File: config.mk
export PLATFORM = sky130hd
export DESIGN_NAME = seq_magnitude_comparator
export DESIGN_NICKNAME = d
export VERILOG_FILES = /design/src/rtl/seq_magnitude_comparator.sv
export SDC_FILE = /design/constraint.sdc
export NUM_CORES = 1
export LEC_CHECK = 0
export CORE_MARGIN = 4
export CORE_UTILIZATION = 40
export DETAILED_ROUTE_END_ITERATION = 12
export GPL_TIMING_DRIVEN = 0
export HOLD_SLACK_MARGIN = 0.05
export MAX_ROUTING_LAYER = met4
export PLACE_DENSITY = 0.65
export SYNTH_ARGS = -nofsm -noshare
export SYNTH_HDL_FRONTEND = slang
export SYNTH_SLANG_ARGS = --single-unit
File: constraint.sdc
create_clock -name clk -period 2.5 [get_ports clk]
set_clock_uncertainty 0.15 [all_clocks]
set_input_delay 0.25 -clock clk [delete_from_list [all_inputs] [get_ports clk]]
set_output_delay 0.25 -clock clk [all_outputs]
set_load 0.02 [all_outputs]
File: src/rtl/seq_magnitude_comparator.sv
`default_nettype none
// ============================================================================
// seq_magnitude_comparator: chunk-serial signed/unsigned magnitude compare,
// MSB chunk first, with start/busy/done handshake and registered flags.
// Revision: 1.0
// ============================================================================
module seq_magnitude_comparator #(
  parameter int WIDTH      = 16,
  parameter int CHUNK      = 4,
  parameter bit EARLY_EXIT = 1'b1
) (
  input  logic             clk,
  input  logic             rst_n,
  input  logic             start,
  input  logic             signed_mode,
  input  logic [WIDTH-1:0] a,
  input  logic [WIDTH-1:0] b,
  output logic             busy,
  output logic             done,
  output logic             result_vld,
  output logic             GREATER,
  output logic             EQUAL,
  output logic             LESS
);

  localparam int NCHUNK    = WIDTH / CHUNK;
  localparam int IDXW      = (NCHUNK > 1) ? $clog2(NCHUNK) : 1;
  localparam int TOP_SHIFT = WIDTH - CHUNK;

  localparam logic [IDXW-1:0]  LAST_IDX  = IDXW'(NCHUNK - 1);
  localparam logic [WIDTH-1:0] SIGN_MASK = WIDTH'(1) << (WIDTH - 1);

  localparam logic [0:0] IDLE = 1'b0;
  localparam logic [0:0] RUN  = 1'b1;

  logic [0:0]       state;
  logic [WIDTH-1:0] a_q;
  logic [WIDTH-1:0] b_q;
  logic [IDXW-1:0]  idx;
  logic             decided;
  logic             dec_gt;

  logic [CHUNK-1:0] chunk_a;
  logic [CHUNK-1:0] chunk_b;
  logic             chunk_gt;
  logic             chunk_lt;
  logic             chunk_diff;
  logic             is_last;
  logic             finish;
  logic             fin_gt;
  logic             fin_lt;

  // Chunk idx counts from the MSB end; shifting right brings it to the bottom.
  assign chunk_a    = CHUNK'(a_q >> (TOP_SHIFT - CHUNK * int'(idx)));
  assign chunk_b    = CHUNK'(b_q >> (TOP_SHIFT - CHUNK * int'(idx)));
  assign chunk_gt   = (chunk_a > chunk_b);
  assign chunk_lt   = (chunk_a < chunk_b);
  assign chunk_diff = chunk_gt | chunk_lt;
  assign is_last    = (idx == LAST_IDX);

  always_comb begin
    finish = 1'b0;
    fin_gt = 1'b0;
    fin_lt = 1'b0;
    if (state == RUN) begin
      if (EARLY_EXIT && chunk_diff) begin
        finish = 1'b1;
        fin_gt = chunk_gt;
        fin_lt = chunk_lt;
      end else if (is_last) begin
        finish = 1'b1;
        // An earlier recorded decision outranks whatever the last chunk says.
        if (decided) begin
          fin_gt = dec_gt;
          fin_lt = ~dec_gt;
        end else begin
          fin_gt = chunk_gt;
          fin_lt = chunk_lt;
        end
      end
    end
  end

  always_ff @(posedge clk or negedge rst_n) begin
    if (!rst_n) begin
      state      <= IDLE;
      a_q        <= '0;
      b_q        <= '0;
      idx        <= '0;
      decided    <= 1'b0;
      dec_gt     <= 1'b0;
      busy       <= 1'b0;
      done       <= 1'b0;
      result_vld <= 1'b0;
      GREATER    <= 1'b0;
      EQUAL      <= 1'b0;
      LESS       <= 1'b0;
    end else begin
      done <= 1'b0;
      case (state)
        IDLE: begin
          if (start) begin
            // Flipping the sign bit maps two's-complement order onto unsigned order.
            a_q     <= signed_mode ? (a ^ SIGN_MASK) : a;
            b_q     <= signed_mode ? (b ^ SIGN_MASK) : b;
            idx     <= '0;
            decided <= 1'b0;
            dec_gt  <= 1'b0;
            busy    <= 1'b1;
            state   <= RUN;
          end
        end
        RUN: begin
          if (finish) begin
            state      <= IDLE;
            busy       <= 1'b0;
            done       <= 1'b1;
            result_vld <= 1'b1;
            GREATER    <= fin_gt;
            LESS       <= fin_lt;
            EQUAL      <= ~(fin_gt | fin_lt);
          end else begin
            idx <= idx + 1'b1;
            if (!decided && chunk_diff) begin
              decided <= 1'b1;
              dec_gt  <= chunk_gt;
            end
          end
        end
        default: state <= IDLE;
      endcase
    end
  end

endmodule
`default_nettype wire
==> flow_summary_export.csv, run 1 <==
group,metric,value,unit
outcome,status,"finished, violations left",
outcome,failed_checks,"negative setup slack",
yosys,synth_flop_cell,"dfrtp_1",
power_and_ir_drop,ir_worst_vdd,0.439,mV
detailed_routing,vias,1549,
run,drv_cap,0,
setup_path,critPathRequiredTime,2.54,ns
timing,relSlewSlack,0.680,
grt,grt_pass1_vias,1440,
detailed_routing,drt_iter0_markers,89,
clock_tree,cts_tree,"yes",
finish,fin_nets,305,
min_path,min-delay-path-class,"primary input to asynchronous set/reset pin",
setup_path,critical_path.top_delay_family,"compound AO/OA/AOI/OAI gates",
timing,min_period_over_period,1.05,
place,gp_congestion,0.796,
timing,layout_setup_ws,-0.129,ns
finish,stdcell_count,332,
floorplan,start_util,0.418,
floorplan,core,4750,um^2
timing,fin_setup_tns,-0.635,ns
yosys,seq_area_frac_synth,0.541,
finish,top_regs,"a_q (16), b_q (16), idx (2)",
detailed_routing,vias_per_cell,4.67,
clock_tree,cts_buffer_depth,2,
yosys,async_flop_share,1.00,
setup_path,crit_type,"flop to flop",
clock_tree,clk_latency,0.30,ns
finish,design_area,2810,um^2
grt,grt_overflow,0,
clock_tree,clkTransAtPathRegs,0.08,ns
yosys,synth_most_common_cell,"nand2_1",
yosys,syn_inst,203,
finish,drive_above_1_share,0.181,
detailed_routing,ant_nets,0,
place,place_area,2500,um^2
timing,rsz0062_at_grt,"true",
grt,grt_antenna_before_repair,0,
yosys,synth_commonest_cells,"97 x nand2_1, 43 x dfrtp_1, 9 x inv_1, 8 x mux4_2",
power_and_ir_drop,p_leak,1.32,nW
floorplan,row_count,25,
setup_path,cp_max_fo,6,
timing,fmax,0.380,GHz
clock_tree,clock_sinks,43,
detailed_routing,drc,0,
setup_path,crit_chain,"buf_8, mux4_2, ha_4, or2b_4, a311oi_4, a21oi_2, a32o_1",
floorplan,design.portCount,42,
floorplan,die_h,78.5,um
detailed_routing,wl_per_cell,13.1,um
power_and_ir_drop,power_density,1040,nW/um^2
yosys,synth_top_cell_by_area,"dfrtp_1",
place,port_buffers,41,
yosys,syn_nets,244,
floorplan,die_x,78.5,um
detailed_routing,drtPass1Iterations,4,
clock_tree,cts_made_buffers,5,
setup_path,cp-start-kind,"flop",
setup_path,critPathCaptureType,"flop",
place,place_ws,-0.195,ns
yosys,synth-edff-count,0,
yosys,synth_warnings,0,
place,place_hpwl,2.97,mm
detailed_routing,drt-total-wl,4.34,mm
clock_tree,htree_levels,2,
timing,final_max_slew_viol_count,0,
setup_path,arrival,2.67,ns
finish,antennaDiodeCount,0,
yosys,syn_area,1990,um^2
setup_path,slowest_delay,0.55,ns
timing,min_period,2.63,ns
yosys,synth.avg_cell_area,9.79,um^2
timing,hold_viol,0,
floorplan,dieArea,6160,um^2
timing,max_slew.worst_pin.slew,0.481,ns
yosys,synthTopCellsByArea,"dfrtp_1 54%, nand2_1 18%, mux4_2 9.1%",
grt,grt_pass1_wl,6.72,mm
setup_path,path_buf_inv,1,
timing,finalSetupViolCount,8,
place,dpl.cell_count,312,
setup_path,slowest_stage,"mux4_2",
grt,grt.total_usage,0.147,
grt,grt_max_degree,26,
clock_tree,cts_root_buf,"clkbuf_8",
finish,syn_to_final_growth,41.3,%
yosys,netlist.area_leader.share,0.541,
yosys,synth-seq-cells,43,
yosys,synth_cell_type_count,25,
[cell type report]
| class | instances | area [um^2] |
|---|---|---|
| clock buffer | 6 | 82.6 |
| buffer | 9 | 62.6 |
| multi-input combinational | 142 | 910 |
| inverter | 9 | 33.8 |
| clock inverter | 2 | 35.0 |
| fill | 437 | 1950 |
| tap | 67 | 83.8 |
| sequential | 43 | 1080 |
| timing repair buffer | 54 | 526 |
[report_power, final]
| part | internal [mW] | switching [mW] | total (mW) |
|---|---|---|---|
| registers | 0.907 | 0.120 | 1.03 |
| clock network | 0.323 | 0.238 | 0.561 |
| logic | 0.697 | 0.625 | 1.32 |
[cell usage in the layout, fill, tap and decap left out, types with 2 or more instances in the layout]
cell and instances:
nand2_1 97, dfrtp_1 43, clkdlybuf4s50_1 40, buf_4 9, mux4_2 8, clkbuf_8 7
inv_1 6, clkbuf_1 6, nor2_1 6, ha_4 4, inv_2 3, a21oi_2 3
buf_6 3, a21oi_1 3, nor2b_1 2, nand2b_1 2, xnor2_1 2
[final timing paths]
kind	start	end	cells after the start	slack [ns]
min in group clk	b[3]	b_q[3]	3	0.31
setup reg to reg	idx[0]	idx[1]	7	-0.13
setup / recovery	idx[0]	idx[1]	7	-0.13
hold reg to reg	result_vld	result_vld	1	0.32
hold / removal	rst_n	state	2	0.27
max in group asynchronous	rst_n	a_q[2]	3	1.45
[per-layer routing]
layer  up-vias  global-route usage  wire length [um]
met3         7              0.0378               214
met1       733               0.178              1900
met2        37               0.239              2160
met5         -                   -                 0
met4         0              0.0472                67
li1        772                   -                 -
[worst reg2reg max path: stages, from the launching register on]
cell and delay, ns:
dfrtp_1 0.39, buf_8 0.14, mux4_2 0.55, ha_4 0.30, or2b_4 0.28, a311oi_4 0.39
a21oi_2 0.11, a32o_1 0.22
[repair_timing]
item	CTS	global route
pin swaps	3	8
setup buffers	5	6
hold endpoints to repair	18	0
hold buffers	1	0
endpoints found under the setup margin	9	9
resized for setup	7	16
[kinds of logic (layout without fill, tap and decap cells)]
family / count (synthesis) / in the layout / synth area share
mux: 9 / 9 / 0.0957
flops: 43 / 43 / 0.541
compound gates: 13 / 13 / 0.0535
xor+xnor: 2 / 2 / 0.00881
fa+ha+maj: 5 / 5 / 0.0315
buf+inv: 18 / 80 / 0.0434
simple gates: 113 / 113 / 0.226
[per-stage QoR]
stage | util | hold WS [ns] | power, mW
floorplan | - | -0.196 | 1.69
global placement | 0.523 | 0.300 | 1.97
detailed placement | 0.526 | 0.0751 | 2.00
CTS | 0.571 | 0.285 | 2.71
global route | 0.591 | 0.306 | 3.11
finish | 0.591 | 0.272 | 2.91
No activity file was read; power rests on OpenSTA's default activity.
==> run 2: changes to the inputs <==
--- a/config.mk
+++ b/config.mk
@@ -12,6 +12,7 @@
 export HOLD_SLACK_MARGIN = 0.05
 export MAX_ROUTING_LAYER = met4
 export PLACE_DENSITY = 0.65
+export SLEW_MARGIN = 20
 export SYNTH_ARGS = -nofsm -noshare
 export SYNTH_HDL_FRONTEND = slang
 export SYNTH_SLANG_ARGS = --single-unit
==> results of run 2 <==
Same layout as run 1: the final DEF is identical, and so are final timing and power.
